## src/rtl/ctrl_pipe_regs.sv

```systemverilog
`default_nettype none
// ============================================================================
// Module   : ctrl_pipe_regs
// Purpose  : Carries the decoder control word from ID through the EXE, MEM and
//            WB pipeline registers. Inserts a bubble for load-use hazards and
//            branch flushes, freezes on an external stall, and keeps a
//            saturating count of stalled cycles.
// Ports    : clk, rst             - clock, synchronous active-high reset
//            id_*                 - ID-stage instruction fields and validity
//            ext_stall            - freeze the whole pipe
//            flush                - kill the ID instruction (branch taken)
//            stall_id             - hold PC and the IF/ID register this cycle
//            ex_*/mem_*/wb_*      - per-stage valid, control fields and rd
//            stall_cnt            - saturating count of stall_id cycles
// Revision : 1.0 - initial release
// ============================================================================
module ctrl_pipe_regs #(
  parameter int REG_ADDR_W = 3,
  parameter int CNT_W      = 16
) (
  input  logic                  clk,
  input  logic                  rst,
  input  logic                  id_valid,
  input  logic [6:0]            id_exe_ctrl,
  input  logic [3:0]            id_mem_ctrl,
  input  logic [2:0]            id_wb_ctrl,
  input  logic [REG_ADDR_W-1:0] id_rd,
  input  logic [REG_ADDR_W-1:0] id_rs1,
  input  logic [REG_ADDR_W-1:0] id_rs2,
  input  logic                  id_rs1_used,
  input  logic                  id_rs2_used,
  input  logic                  ext_stall,
  input  logic                  flush,
  output logic                  stall_id,
  output logic                  ex_valid,
  output logic                  mem_valid,
  output logic                  wb_valid,
  output logic [6:0]            ex_exe_ctrl,
  output logic [3:0]            ex_mem_ctrl,
  output logic [2:0]            ex_wb_ctrl,
  output logic [3:0]            mem_mem_ctrl,
  output logic [2:0]            mem_wb_ctrl,
  output logic [2:0]            wb_wb_ctrl,
  output logic [REG_ADDR_W-1:0] ex_rd,
  output logic [REG_ADDR_W-1:0] mem_rd,
  output logic [REG_ADDR_W-1:0] wb_rd,
  output logic [CNT_W-1:0]      stall_cnt
);

  localparam logic [CNT_W-1:0] C_CNT_MAX = '1;

  // EXE stage
  logic                  r_ex_valid;
  logic [6:0]            r_ex_exe;
  logic [3:0]            r_ex_mem;
  logic [2:0]            r_ex_wb;
  logic [REG_ADDR_W-1:0] r_ex_rd;
  // MEM stage
  logic                  r_mem_valid;
  logic [3:0]            r_mem_mem;
  logic [2:0]            r_mem_wb;
  logic [REG_ADDR_W-1:0] r_mem_rd;
  // WB stage
  logic                  r_wb_valid;
  logic [2:0]            r_wb_wb;
  logic [REG_ADDR_W-1:0] r_wb_rd;
  // A flush that arrived while frozen; applied on the first free cycle
  logic                  r_flush_pend;
  logic [CNT_W-1:0]      r_stall_cnt;

  logic w_ex_is_load;
  logic w_rs1_hit;
  logic w_rs2_hit;
  logic w_haz;
  logic w_kill;
  logic w_stall_id;

  // A load in EX (memory read that writes the register file) cannot forward
  // its data in time for a dependent instruction sitting in ID.
  assign w_ex_is_load = r_ex_valid & r_ex_mem[2] & ~r_ex_mem[0] & r_ex_wb[1];
  assign w_rs1_hit    = id_rs1_used & (id_rs1 == r_ex_rd);
  assign w_rs2_hit    = id_rs2_used & (id_rs2 == r_ex_rd);
  assign w_haz        = id_valid & w_ex_is_load & (w_rs1_hit | w_rs2_hit);
  assign w_kill       = flush | r_flush_pend;
  // A killed ID instruction is discarded anyway, so it never needs holding.
  assign w_stall_id   = ~rst & (ext_stall | (w_haz & ~w_kill));

  always_ff @(posedge clk) begin
    if (rst) begin
      r_ex_valid   <= 1'b0;
      r_ex_exe     <= '0;
      r_ex_mem     <= '0;
      r_ex_wb      <= '0;
      r_ex_rd      <= '0;
      r_mem_valid  <= 1'b0;
      r_mem_mem    <= '0;
      r_mem_wb     <= '0;
      r_mem_rd     <= '0;
      r_wb_valid   <= 1'b0;
      r_wb_wb      <= '0;
      r_wb_rd      <= '0;
      r_flush_pend <= 1'b0;
      r_stall_cnt  <= '0;
    end else begin
      if (w_stall_id && (r_stall_cnt != C_CNT_MAX)) begin
        r_stall_cnt <= r_stall_cnt + 1'b1;
      end

      if (ext_stall) begin
        // Whole pipe frozen; remember a flush so it is not lost.
        if (flush) begin
          r_flush_pend <= 1'b1;
        end
      end else begin
        if (w_kill) begin
          r_flush_pend <= 1'b0;
        end

        r_mem_valid <= r_ex_valid;
        r_mem_mem   <= r_ex_mem;
        r_mem_wb    <= r_ex_wb;
        r_mem_rd    <= r_ex_rd;
        r_wb_valid  <= r_mem_valid;
        r_wb_wb     <= r_mem_wb;
        r_wb_rd     <= r_mem_rd;

        // Bubble is all-zero so an invalid stage can never raise a write.
        if (w_kill || w_haz || !id_valid) begin
          r_ex_valid <= 1'b0;
          r_ex_exe   <= '0;
          r_ex_mem   <= '0;
          r_ex_wb    <= '0;
          r_ex_rd    <= '0;
        end else begin
          r_ex_valid <= 1'b1;
          r_ex_exe   <= id_exe_ctrl;
          r_ex_mem   <= id_mem_ctrl;
          r_ex_wb    <= id_wb_ctrl;
          r_ex_rd    <= id_rd;
        end
      end
    end
  end

  assign stall_id     = w_stall_id;
  assign ex_valid     = r_ex_valid;
  assign mem_valid    = r_mem_valid;
  assign wb_valid     = r_wb_valid;
  assign ex_exe_ctrl  = r_ex_exe;
  assign ex_mem_ctrl  = r_ex_mem;
  assign ex_wb_ctrl   = r_ex_wb;
  assign mem_mem_ctrl = r_mem_mem;
  assign mem_wb_ctrl  = r_mem_wb;
  assign wb_wb_ctrl   = r_wb_wb;
  assign ex_rd        = r_ex_rd;
  assign mem_rd       = r_mem_rd;
  assign wb_rd        = r_wb_rd;
  assign stall_cnt    = r_stall_cnt;

endmodule
`default_nettype wire

```

## config.mk

```make
export PLATFORM = sky130hd
export DESIGN_NAME = ctrl_pipe_regs
export DESIGN_NICKNAME = d
export VERILOG_FILES = /design/src/rtl/ctrl_pipe_regs.sv
export SDC_FILE = /design/constraint.sdc
export NUM_CORES = 1
export LEC_CHECK = 0
export CAP_MARGIN = 0
export CELL_PAD_IN_SITES_DETAIL_PLACEMENT = 0
export CELL_PAD_IN_SITES_GLOBAL_PLACEMENT = 1
export CORE_ASPECT_RATIO = 1.1
export CORE_MARGIN = 3
export CORE_UTILIZATION = 34
export DETAILED_ROUTE_END_ITERATION = 7
export GPL_ROUTABILITY_DRIVEN = 1
export PLACE_DENSITY_LB_ADDON = 0.1
export SYNTH_ARGS = -nofsm -noshare
export SYNTH_HDL_FRONTEND = slang
export SYNTH_SLANG_ARGS = --single-unit
```

## constraint.sdc

```tcl
create_clock -name clk -period 4.8 [get_ports clk]
set_input_delay 0.96 -clock clk [delete_from_list [all_inputs] [get_ports clk]]
set_output_delay 0.96 -clock clk [all_outputs]
set_load 0.005 [all_outputs]
```

Yosys cells after proc, flatten, opt, wreduce, memory -nomap -nowiden
Cells that the tools add are included.
- bits in registers: 53
- latch bits: 0
- bits in writable memories: 0
- bits in read-only memories: 0
- bits of input ports: 30
- output and inout bits: 53
- logic and storage cells: 48
- memories: 0
- $add $sub $neg: 1
- multipliers: 0
- divide/modulo/power cells: 0
- magnitude comparators: 0
- eq/ne operators: 4
- shift operators: 0
- muxes and demuxes: 8
- bitwise operators: 15
- reductions and logical operators: 6
- operator list (kind ; number):
    $add A16 B1 Y16 const B ; 1
    $ne A16 B16 Y1 const B ; 1
    $and A1 B1 Y1 ; 9
    $mux W7 ; 1
    $eq A3 B3 Y1 ; 2
    $mux W3 ; 2
    $mux W1 ; 4
    $mux W4 ; 1
    $not A1 Y1 ; 3
    $or A1 B1 Y1 ; 3
    $logic_or A1 B1 Y1 ; 2
    $ne A2 B1 Y1 const B ; 1
    $reduce_and A2 Y1 ; 1
    $reduce_bool A2 Y1 ; 1
    $logic_and A1 B1 Y1 ; 1
    $logic_not A1 Y1 ; 1

Logic depth before layout (Yosys ltp)
- depth in word-level cells: 9
- depth in mapped cells: 7
- gate-level depth less buffers: 6

Worst setup path after synthesis
No wires, ideal clock.
- path kind: input-to-output
- start point: input rst
- end point: output stall_id
- arrival: 1956 ps
- data required time: 3840 ps
- setup slack: 1884 ps
- stages: 5
- buffers on the path: 3
- cell sequence: clkbuf_1 nor2b_1 clkbuf_1 clkbuf_1 or2_2
- cells in the longest elaborated chain, start to end: 2
- ends and longest elaborated chain (element ; RTL line ; text):
    start: declaration ; 22 ; input logic rst,
    $not A1 Y1 ; 86 ; assign w_stall_id = ~rst & (ext_stall | (w_haz & ~w_kill));
    $and A1 B1 Y1 ; 86 ;
    end: declaration ; 34 ; output logic stall_id,
No other way between the ends.

Final worst setup path
Same ends and word-level chain as after synthesis.

==> flow_metrics.tcl <==
set metrics [dict create \
    vias 1796 \
    port_buffers 82 \
    setup_viol 0 \
    hpwl_mm 3.80 \
    min_path_type "flop to flop" \
    timing.final.crit_share 0.798 \
    syn_to_final_growth_pct 48.9 \
    worstMarginPinSlew_ns 0.571 \
    vdd_drop_max_v 0.000124 \
    p_sw_uw 178 \
    synthAdderAreaFrac 0.00605 \
    power.share.clock 0.344 \
    place_ws_ns 0.957 \
    synth-simple-area-share 0.142 \
    ys_ff_latch 53 \
    cellPowerDensity_nw_per_um2 259 \
    nets 315 \
    path_cells "clkdlybuf4s50_1 > inv_1 > nand3_1 > a211oi_4 > or2_2 > clkdlybuf4s50_1" \
    die_h_um 87.8 \
    cts.sinks 53 \
    num_rows 29 \
    synthFlopType "dfxtp_1" \
    slew_headroom 0.620 \
    synthXorXnorAreaFrac 0.0424 \
    post_dp_cell_area_um2 2980 \
    critical_path.top_delay_family "buffers and inverters" \
    worstPathArrival_ns 2.87 \
    cts-resized-gates 0 \
    htreeDepth 2 \
    core-area_um2 5840 \
    fin_area_um2 3080 \
    insertion_delay_ns 0.31 \
    period_needed_ns 3.83 \
    grt_max_degree 29 \
    stdcell_count 362 \
    ys_warn_count 0 \
    cts_tree "yes" \
    antenna_found_initial 0 \
    final_util 0.527 \
    grt_pass1_wl_mm 8.29 \
    async_flop_share 0 \
    p_int_uw 621 \
    grt-ovfl-total 0 \
    wire_per_inst_um 14.4 \
    status "finished, final reports clean" \
    drive_above_1_share 0.0596 \
    leakage_uw 0.00114 \
    grt_pass1_vias 1660 \
    gp_congestion 0.740 \
    crit_type "input port to output pin" \
    seq_area_frac_synth 0.513 \
    cpPeakStageDelay_ns 0.49 \
    die_w_um 80.3 \
    viasPerCell 4.96 \
    cp.required_ns 3.84 \
    ant_nets 0 \
    start_kind "input port" \
    synth_top_family_by_area "compound AO/OA/AOI/OAI gates" \
    drt_wl_total_mm 5.21 \
    endpoint_kind "output pin" \
    cts_buffers 5 \
    dp.cells 354 \
    start_util 0.354 \
    synth-compound-area-share 0.160 \
    muxShareOfSynthArea 0.111 \
    syn-num-nets 232 \
    cts_root_buf "clkbuf_8" \
    rsz0062_at_grt "no" \
    cts_setup_buffers 0 \
    fillCellCount 550 \
    path_max_fanout 8 \
    track_usage 0.153 \
    postCtsHoldBufs 0 \
    cp_slowest_cell "clkdlybuf4s50_1" \
    syn_inst 201 \
    p_sw_frac 0.223 \
    syn_avg_cell_area_um2 10.3 \
    max_freq_ghz 0.261 \
    hold_viol_final 0 \
    drt_iter0_drc 58 \
    crit_top_cell "clkdlybuf4s50_1" \
    io_pins 83 \
    antenna_cells 0 \
    fin_setup_tns_ns 0 \
    fin_ws_ns 0.970 \
    crit_buf_inv 3 \
    die_area_um2 7050 \
    drc 0 \
    dr.pass1.iters 4 \
    synth_cell_types 34 \
    comb_power_share 0.090 \
    clockBufferDepth 2 \
    maxCapViolations 0 \
    clock_skew_ns 0.00487 \
    slew_violations 0 \
    syn_area_um2 2070 \
    p_seq_frac 0.566 \
    synth-edff-count 0 \
    clk_pin_slew_ns 0.09 \
]
==> cells in the mapped netlist, types with 2 or more instances <==
master,n,share of area
a22o_1,17,0.072
o311ai_0,2,0.0085
nor2_1,29,0.053
clkbuf_1,7,0.013
o41ai_1,2,0.0085
nor2b_1,2,0.0061
and3_1,4,0.012
o31ai_1,3,0.011
nand3_1,7,0.017
nand2_1,7,0.013
a21oi_1,4,0.0097
a211oi_1,2,0.0073
buf_2,2,0.0048
dfxtp_1,53,0.51
xnor2_1,6,0.025
or4_1,2,0.0073
nand4_1,4,0.012
mux2i_1,23,0.11
inv_1,3,0.0054
o2111ai_1,2,0.0085
o211ai_1,4,0.015
xor2_1,4,0.017
==> metrics by stage <==
| step | hold slack (ns) | total power (µW) |
|---|---|---|
| finish | 0.490 | 799 |
| detailed placement | 0.467 | 535 |
| CTS | 0.494 | 812 |
| floorplan | 0.447 | 490 |
| global placement | 0.464 | 535 |
| global route | 0.511 | 832 |
==> worst min-delay path, delay by kind of cell (launching register included) <==
family / cells / cell delay (ns)
AND/OR/NAND/NOR: 2 / 0.14
flip-flops: 1 / 0.32
==> cells in the final DEF, fill, tap and decap left out, drive strengths merged <==
master	count
or2	1
clkinv	1
or4	2
nor3	1
xnor2	6
o41ai	2
nor2b	2
mux2i	23
nand2	7
clkbuf	7
a22o	17
o2111ai	2
dfxtp	53
o31ai	3
nor2	29
and2	1
o211ai	4
nand4b	1
xor2	4
ha	1
o311ai	2
a211oi	3
and3	4
a21o	1
and4	1
nand4	4
o21ai	2
a21oi	4
or3	1
nand3	7
inv	3
buf	4
clkdlybuf4s50	82
==> power groups by stage <==
stage | Clock (µW) | Sequential (µW) | Combinational [µW]
final | 274 | 452 | 72.1
after CTS | 287 | 452 | 73.0
after floorplan | 0 | 462 | 28.0
after global routing | 300 | 454 | 77.9
after global placement | 0 | 463 | 72.6
after detailed placement | 0 | 462 | 72.6
==> cell type report <==
class | count | area, µm² | share of cell area
timing repair buffer | 86 | 851 | 0.276
multi-input combinational | 135 | 957 | 0.311
clock buffer | 7 | 96.3 | 0.0313
clock inverter | 1 | 5.00 | 0.00163
tap | 77 | 96.3 | 0.0313
sequential | 53 | 1060 | 0.345
inverter | 3 | 11.3 | 0.00366
==> kinds of logic (layout without fill, tap and decap cells) <==
group | Yosys count | after routing
compound gates | 40 | 40
xor+xnor | 10 | 10
fa+ha+maj | 1 | 1
buf+inv | 13 | 97
flops | 53 | 53
mux | 23 | 23
simple gates | 61 | 61
==> worst paths after layout <==
path	from	end	slack, ns	cells past startpoint
worst min register to register	r_flush_pend	r_flush_pend	0.49	2
worst max register to register	ex_rd[2]	stall_cnt[11]	2.60	6
worst min-delay path	r_flush_pend	r_flush_pend	0.49	2
worst max-delay path	rst	stall_id	0.97	6
==> sequential cells by signal, indices dropped and copies added (netlist names), 3 cells and up <==
name,count
wb_rd,3
ex_mem_ctrl,4
ex_exe_ctrl,7
ex_rd,3
mem_wb_ctrl,3
ex_wb_ctrl,3
mem_mem_ctrl,4
wb_wb_ctrl,3
mem_rd,3
stall_cnt,16
==> metal layers <==
metal | vias up | global-route usage | part of all wire
met5 | - | 0 | 0
met4 | 0 | 0.0584 | 0.020
met3 | 8 | 0.0607 | 0.071
met2 | 50 | 0.239 | 0.47
met1 | 846 | 0.189 | 0.44
li1 | 892 | - | -
Power figures use the tool's default switching activity.
